## src/rtl/trap_pkg.sv

```systemverilog
// trap_pkg: shared state type, cause/stage codes and default handler entry for trap_ctrl
package trap_pkg;
  typedef enum logic [2:0] {IDLE, FLUSH, DRAIN, REDIRECT, HANDLER, FATAL} trap_state_t;
  localparam logic [4:0] CAUSE_MISALIGNED_FETCH = 5'd0;
  localparam logic [4:0] CAUSE_ILLEGAL_INSN = 5'd2;
  localparam logic [4:0] CAUSE_MISALIGNED_LOAD = 5'd4;
  localparam logic [4:0] CAUSE_MISALIGNED_STORE = 5'd6;
  localparam int STG_MEM = 0;
  localparam int STG_EX = 1;
  localparam int STG_ID = 2;
  localparam int STG_IF = 3;
  localparam logic [31:0] DEFAULT_HANDLER_BASE = 32'h0000_2000;
endpackage

```

## src/rtl/trap_prio_sel.sv

```systemverilog
// trap_prio_sel: fixed-priority select of the lowest request plus thermometer mask of it and all higher indices
module trap_prio_sel #(
  parameter int N = 4,
  parameter int IW = (N > 1) ? $clog2(N) : 1
) (
  input  logic [N-1:0]  req,
  output logic          any_valid,
  output logic [IW-1:0] idx,
  output logic [N-1:0]  mask
);
  always_comb begin
    idx = '0;
    mask = req;
    for (int i = N - 1; i >= 0; i--) idx = req[i] ? IW'(i) : idx;
    for (int i = 1; i < N; i++) mask[i] = mask[i] | mask[i-1];
    any_valid = |req;
  end
endmodule

```

## src/rtl/trap_ctrl.sv

```systemverilog
// trap_ctrl: precise-exception controller that flushes from the oldest faulting stage, drains, and redirects to the handler
module trap_ctrl
  import trap_pkg::*;
#(
  parameter int XLEN = 32,
  parameter int NUM_SRC = 4,
  parameter int CAUSE_W = 5,
  parameter logic [XLEN-1:0] HANDLER_BASE = DEFAULT_HANDLER_BASE,
  parameter int CNT_W = 16
) (
  input  logic                       clock,
  input  logic                       reset,
  input  logic [NUM_SRC-1:0]         exc_valid,
  input  logic [NUM_SRC*CAUSE_W-1:0] exc_cause,
  input  logic [NUM_SRC*XLEN-1:0]    exc_pc,
  input  logic [NUM_SRC*XLEN-1:0]    exc_tval,
  input  logic                       sb_empty,
  input  logic                       iret_valid,
  output logic [NUM_SRC-1:0]         flush_o,
  output logic                       stall_o,
  output logic                       redirect_valid,
  output logic [XLEN-1:0]            redirect_pc,
  output logic [XLEN-1:0]            rm_epc,
  output logic [XLEN-1:0]            rm_tval,
  output logic [CAUSE_W-1:0]         rm_cause,
  output logic                       in_handler,
  output logic                       halt,
  output logic [CNT_W-1:0]           exc_count
);
  localparam int IW = (NUM_SRC > 1) ? $clog2(NUM_SRC) : 1;
  trap_state_t state, next;
  logic any_valid, accept, iret_ok;
  logic [IW-1:0] win;
  logic [NUM_SRC-1:0] win_mask, mask_q;
  logic [XLEN-1:0] rpc_q;
  trap_prio_sel #(.N(NUM_SRC), .IW(IW)) u_sel (
    .req(exc_valid),
    .any_valid(any_valid),
    .idx(win),
    .mask(win_mask)
  );
  assign accept = any_valid && (state == IDLE || state == HANDLER);
  assign iret_ok = state == HANDLER && iret_valid && !any_valid;
  always_comb begin
    next = state == IDLE     ? (any_valid ? FLUSH : IDLE) :
           state == FLUSH    ? DRAIN :
           state == DRAIN    ? (sb_empty ? REDIRECT : DRAIN) :
           state == REDIRECT ? HANDLER :
           state == HANDLER  ? (any_valid ? FATAL : iret_valid ? IDLE : HANDLER) :
           state;
    redirect_valid = state == REDIRECT || iret_ok;
    redirect_pc = state == REDIRECT ? HANDLER_BASE : iret_ok ? rm_epc : rpc_q;
    flush_o = state == FLUSH ? mask_q : (state == REDIRECT || state == FATAL || iret_ok) ? '1 : '0;
    stall_o = state == FLUSH || state == DRAIN || state == FATAL;
    in_handler = state == HANDLER;
    halt = state == FATAL;
  end
  always_ff @(posedge clock) begin
    if (reset) begin
      state <= IDLE;
      mask_q <= '0;
      rpc_q <= '0;
      rm_epc <= '0;
      rm_tval <= '0;
      rm_cause <= '0;
      exc_count <= '0;
    end else begin
      state <= next;
      rpc_q <= redirect_pc;
      if (accept) begin
        mask_q <= win_mask;
        rm_epc <= exc_pc[win*XLEN +: XLEN];
        rm_tval <= exc_tval[win*XLEN +: XLEN];
        rm_cause <= exc_cause[win*CAUSE_W +: CAUSE_W];
        exc_count <= &exc_count ? exc_count : exc_count + 1'b1;
      end
    end
  end
endmodule
```

## config.mk

```make
export PLATFORM = sky130hd
export DESIGN_NAME = trap_ctrl
export DESIGN_NICKNAME = d
export VERILOG_FILES = /design/src/rtl/trap_pkg.sv /design/src/rtl/trap_prio_sel.sv /design/src/rtl/trap_ctrl.sv
export SDC_FILE = /design/constraint.sdc
export NUM_CORES = 1
export LEC_CHECK = 0
export CORE_AREA = 2 2 161 163
export DETAILED_ROUTE_END_ITERATION = 10
export DIE_AREA = 0 0 163 165
export DONT_BUFFER_PORTS = 1
export PLACE_DENSITY = 0.5
export SLEW_MARGIN = 20
export SYNTH_ARGS = -nofsm -noshare
export SYNTH_HDL_FRONTEND = slang
export SYNTH_SLANG_ARGS = --single-unit
```

## constraint.sdc

```tcl
create_clock -name clock -period 4.1 [get_ports clock]
set_clock_uncertainty 0.1 [all_clocks]
set_input_delay 0.615 -clock clock [delete_from_list [all_inputs] [get_ports clock]]
set_output_delay 0.615 -clock clock [all_outputs]
set_load 0.005 [all_outputs]
```

# [After elaboration in Yosys (flattened, before gate mapping)]
# Cells that the tools add are included.
[word_totals] register_bits=124 in_bits=284 out_inout_bits=125 elab_cells=53
[classes] n_addsub=1 multipliers=1 n_eq_ne=5 shifts=3 mux=17 n_bitwise=4 reduce_logical=15
[ops] operator="indexed part select 128 x 8 -> 32 bit" n=2
[ops] operator="two-way mux 32 bit" n=2
[ops] operator="two-way mux 3 bit" n=7
[ops] operator="indexed part select 20 x 6 -> 5 bit" n=1
[ops] operator="adder 16 x 1 -> 16 bit, second input constant" n=1
[ops] operator="AND reduction 16 bit" n=1
[ops] operator="two-way mux 2 bit" n=4
[ops] operator="two-way mux 4 bit" n=2
[ops] operator="equality test 3 x 2 -> 1 bit, second input constant" n=2
[ops] operator="equality test 3 bit, second input constant" n=2
[ops] operator="logical OR 1 bit" n=6
[ops] operator="multiplier 2 x 3 -> 5 bit, second input constant" n=1
[ops] operator="nonzero test 5 bit" n=1
[ops] operator="OR reduction 4 bit" n=1
[ops] operator="equality test 3 x 1 -> 1 bit, second input constant" n=1
[ops] operator="logical AND 1 bit" n=3
[ops] operator="zero test 3 bit" n=1
[ops] operator="bitwise OR 1 bit" n=3
[ops] operator="two-way mux 1 bit" n=2
[ops] operator="AND reduction 2 bit" n=1
[ops] operator="zero test 1 bit" n=1
[ops] operator="inverter 1 bit" n=1

# [Depth between registers and ports, before layout]
[depth] depth_word=7 ltp_mapped=8 mapped_depth_nobuf=5

# [Modules after synthesis]
# A second synthesis with hierarchy kept.
[unflattened] cells_unflattened=681 hier_area_um2=6532.5
[by_module_without_submodules] module="trap_ctrl" n_inst=1 cells_per_inst=671 area_per_inst_um2=6457.4 seq_area_each_um2=2482.4
[by_module_without_submodules] module="trap_prio_sel" n_inst=1 cells_per_inst=10 area_per_inst_um2=75.1 seq_area_each_um2=0.0

# [Worst setup path after synthesis]
# No wires, ideal clock.
[synth_timing] kind="input -> output" start="in exc_valid[1]" end="out redirect_pc[10]" t_arrival_ns=1.932 required_time_ns=3.385 setup_slack_ns=1.453 path_stages=6 n_path_buf=2 path_cell_list="buf_2 > nor4_2 > nand4_1 > buf_2 > mux2i_1 > nor2_1"
[synth_between] elab_chain_cells=5
[synth_rtl] item="from (decl)" line="trap_ctrl.sv:13" text="input logic [NUM_SRC-1:0] exc_valid,"
[synth_rtl] item="OR reduction 4 bit" line="trap_prio_sel.sv:16" text="any_valid = |req;"
[synth_rtl] item="zero test 1 bit" line="trap_ctrl.sv:43" text="assign iret_ok = state == HANDLER && iret_valid && !any_valid;"
[synth_rtl] item="logical AND 1 bit" line="trap_ctrl.sv:43"
[synth_rtl] item="two-way mux 32 bit (2 in series)" line="trap_ctrl.sv:52" text="redirect_pc = state == REDIRECT ? HANDLER_BASE : iret_ok ? rm_epc : rpc_q;"
[synth_rtl] item="to (decl)" line="trap_ctrl.sv:22" text="output logic [XLEN-1:0] redirect_pc,"
# No other way between the ends.

# [Worst setup path in the final report]
[layout_timing] start="reg state[0]" end="out redirect_pc[23]"
[layout_between] elab_chain_cells=5 elab_cells_between_ends=6 cone_classes="eq/ne: 2; mux: 2; reduce/logical: 2"
[layout_rtl] item="from (decl)" line="trap_ctrl.sv:31" text="trap_state_t state, next;"
[layout_rtl] item="from (signal assigned)" line="trap_ctrl.sv:68" text="state <= next;"
[layout_rtl] item="equality test 3 bit" line="trap_ctrl.sv:43"
[layout_rtl] item="logical AND 1 bit (2 in series)" line="trap_ctrl.sv:43"
[layout_rtl] item="two-way mux 32 bit" line="trap_ctrl.sv:52"
[layout_rtl] item="two-way mux 32 bit (*)" line="trap_ctrl.sv:52"
# Mark *: on every way between the ends. The rest lies on a longest branch, timed or not.

==> impl_metrics.toml <==
[yosys]
yosys.area.top_type = "dfxtp_1"
synth-seq-cells = 124
syn_inst = 863
netlist_top_cells_count = "o211ai_1 (139), dfxtp_1 (124), nor2_1 (83), nand2_1 (81), clkbuf_1 (77)"
synth_top_family_by_area = "compound AO/OA/AOI/OAI gates"
synthAdderAreaFrac_pct = 0.182
synth-simple-area-share_pct = 13.9
yosysWarnings = 0
yosys.cell_count.top_type = "o211ai_1"
synth_edf_count = 0
async_flop_share_pct = 0
syn-cell-area_mm2 = 0.00689
seq_area_frac_synth_pct = 36.0
syn_nets = 1148
synth_cell_types = 39
synthMuxAreaShare_pct = 5.29
synth_compound_area_share_pct = 35.2
synth_top_flop_cell = "dfxtp_1"
synth_xor_area_share_pct = 0
yosys-top-cells-area = "dfxtp_1 (36%), o211ai_1 (15%), a32o_1 (10%)"
synth_top_cell_area_share_pct = 36.0
avgSynthCellArea_um2 = 7.98

[timing]
max_freq_mhz = 322
max_slew_margin_pct = 29.6
rsz0062_at_grt = "no"
setup_viol = 0
post-route-period-util_pct = 75.7
fin_tns_setup_ns = 0
fin_crit_ns = 3.10
tightest_slew_ns = 1.05
finalHoldViolations = 0
drv_slew = 0

[setup_path]
required_ns = 3.38
setup.worst_path.start = "state[0]"
path_cells = "clkinv_1, nor2_2, buf_4, nor2_1"
critical-path-max-stage-delay_ns = 0.72
critPathArrivalTime_ns = 2.39
crit_type = "flop to output port"
cp_slowest_cell = "nor2_2"
critPathLaunchType = "flop"
r2r-start = "exc_count[1]"
cp_max_fo = 17
worst_setup_path_end_kind = "output port"

[floorplan]
die_area_mm2 = 0.0269
fp-row-count = 58
core_mm2 = 0.0250
io_pins = 409
die_y_um = 165
die_x_um = 163
initial_core_util_pct = 27.5

[drt]
routedWlPerCell_um = 23.8
vias = 6652
drt_iter0_drc = 398
dr_wl_met3_um = 1700
wirelength_um = 27300
wl_met1_um = 11200
antenna_left = 0
drt_pass1_iterations = 5
route.detailed.drc = 0
vias_per_cell = 5.81
met2WireLength_um = 13700
routed.top_layer = "met4"

[pwr]
power_mw = 3.67
p_per_area_mw_per_mm2 = 473
ir_drop_v = 0.000217
p_leak_nw = 2.91

[global_route]
grt_max_degree = 73
grt_pass1_vias = 6387
grt_util_all_layers_pct = 19.3
antenna_found_initial = 1
grt_overflow = 0
grt_pass1_wl_um = 39000

[clock_tree]
cts_num_sinks = 124
postCtsSetupBuffers = 0
cts_tree = "built"
clkLatencyLatePin_ns = 0.41
cts_htree_levels = 4
cts_buffers = 17
root_buffer = "clkbuf_16"
hold_buffers = 0
cts_buffer_depth = 2
ctsResizeCount = 0
cts.clk_slew.worst_paths_ns = 0.06

[flow_run]
cap_violations = 0

[cells_and_area]
drive_gt1_share_pct = 7.25
multiInputGateArea_mm2 = 0.00382
fill_cells = 2706
area_growth_pct = 12.6
nets = 1087
regArea_mm2 = 0.00248

[worst_hold_path]
worstHoldStart = "reset"
hp-class = "input port to flop"

[outcome]
outcome = "finished, final reports clean"

[placed_design]
hpwl_um = 19100
io_buffer_count = 0
place_congestion = 0.788
[registers in the layout (all words and copies together), names as in the netlist]
register and flops:
rm_epc 32, rm_tval 32, rpc_q 32, exc_count 16, rm_cause 5, mask_q 4, state 3
[per-stage QoR]
stage | instances | setup slack (ns) | hold slack [ns] | utilization, % | instance area [um^2]
6_report | 1145 | 0.997 | 0.165 | 31.0 | 7750
4_1_cts | 1144 | 0.952 | 0.142 | 31.0 | 7750
2_1_floorplan | 863 | 1.45 | 0.337 | - | 6890
3_3_place_gp | 1113 | 1.35 | 0.343 | 28.5 | 7130
3_5_place_dp | 1113 | 1.30 | 0.350 | 28.5 | 7130
5_1_grt | 1145 | 0.874 | 0.144 | 31.0 | 7750
[routing by layer]
metal,track usage [%],vias to the layer above
met5,0,-
met4,7.12,0
met3,4.14,35
met2,33.8,307
met1,23.2,3185
li1,-,3125
[critical path, delay by kind of cell, from the launching register on]
family / cells / cell delay, ns
simple gates: 2 / 0.82
flops: 1 / 0.46
buf+inv: 2 / 0.68
[worst paths after layout]
check	to	slack, ns	cells past startpoint
max	redirect_pc[23]	1.0	4
max reg2reg	exc_count[15]	1.72	5
min	exc_count[4]	0.16	1
min reg2reg	mask_q[2]	0.35	2
[power breakdown]
part,switching (mW),internal [mW]
combinational,0.343,0.221
sequential,0.147,1.33
clock,0.579,1.05
[final cells by class]
cell class | instances | share of cell area [%]
diodes | 1 | 0.0323
clock buffers | 20 | 5.89
clock inverters | 11 | 2.16
inverters | 73 | 3.53
multi-input cells | 573 | 49.3
flip-flops and latches | 124 | 32.0
well taps | 330 | 5.33
repair buffers | 13 | 1.74
[cell families after synthesis]
family / count (synthesis)
buffers and inverters: 166
multiplexers: 36
flip-flops: 124
AND/OR/NAND/NOR: 215
adder cells (fa/ha/maj): 1
AO/OA/AOI/OAI: 321
[cells in the final DEF, fill, tap and decap left out, types with 3 or more instances in the layout]
cell type / instances
nand2b_1: 3
a21oi_1: 22
nand3_1: 6
inv_1: 70
nand4_1: 6
or4_1: 12
buf_12: 3
o31ai_1: 9
bufinv_16: 4
o22ai_1: 69
o211ai_1: 139
nor2_1: 79
nor2b_1: 3
nand2_1: 81
dfxtp_1: 124
mux2i_1: 33
a32o_1: 69
clkinv_2: 3
o21ai_0: 5
nor2_4: 3
buf_4: 10
clkbuf_16: 17
o21a_1: 4
or3_1: 5
No activity file was read; power rests on OpenSTA's default activity.
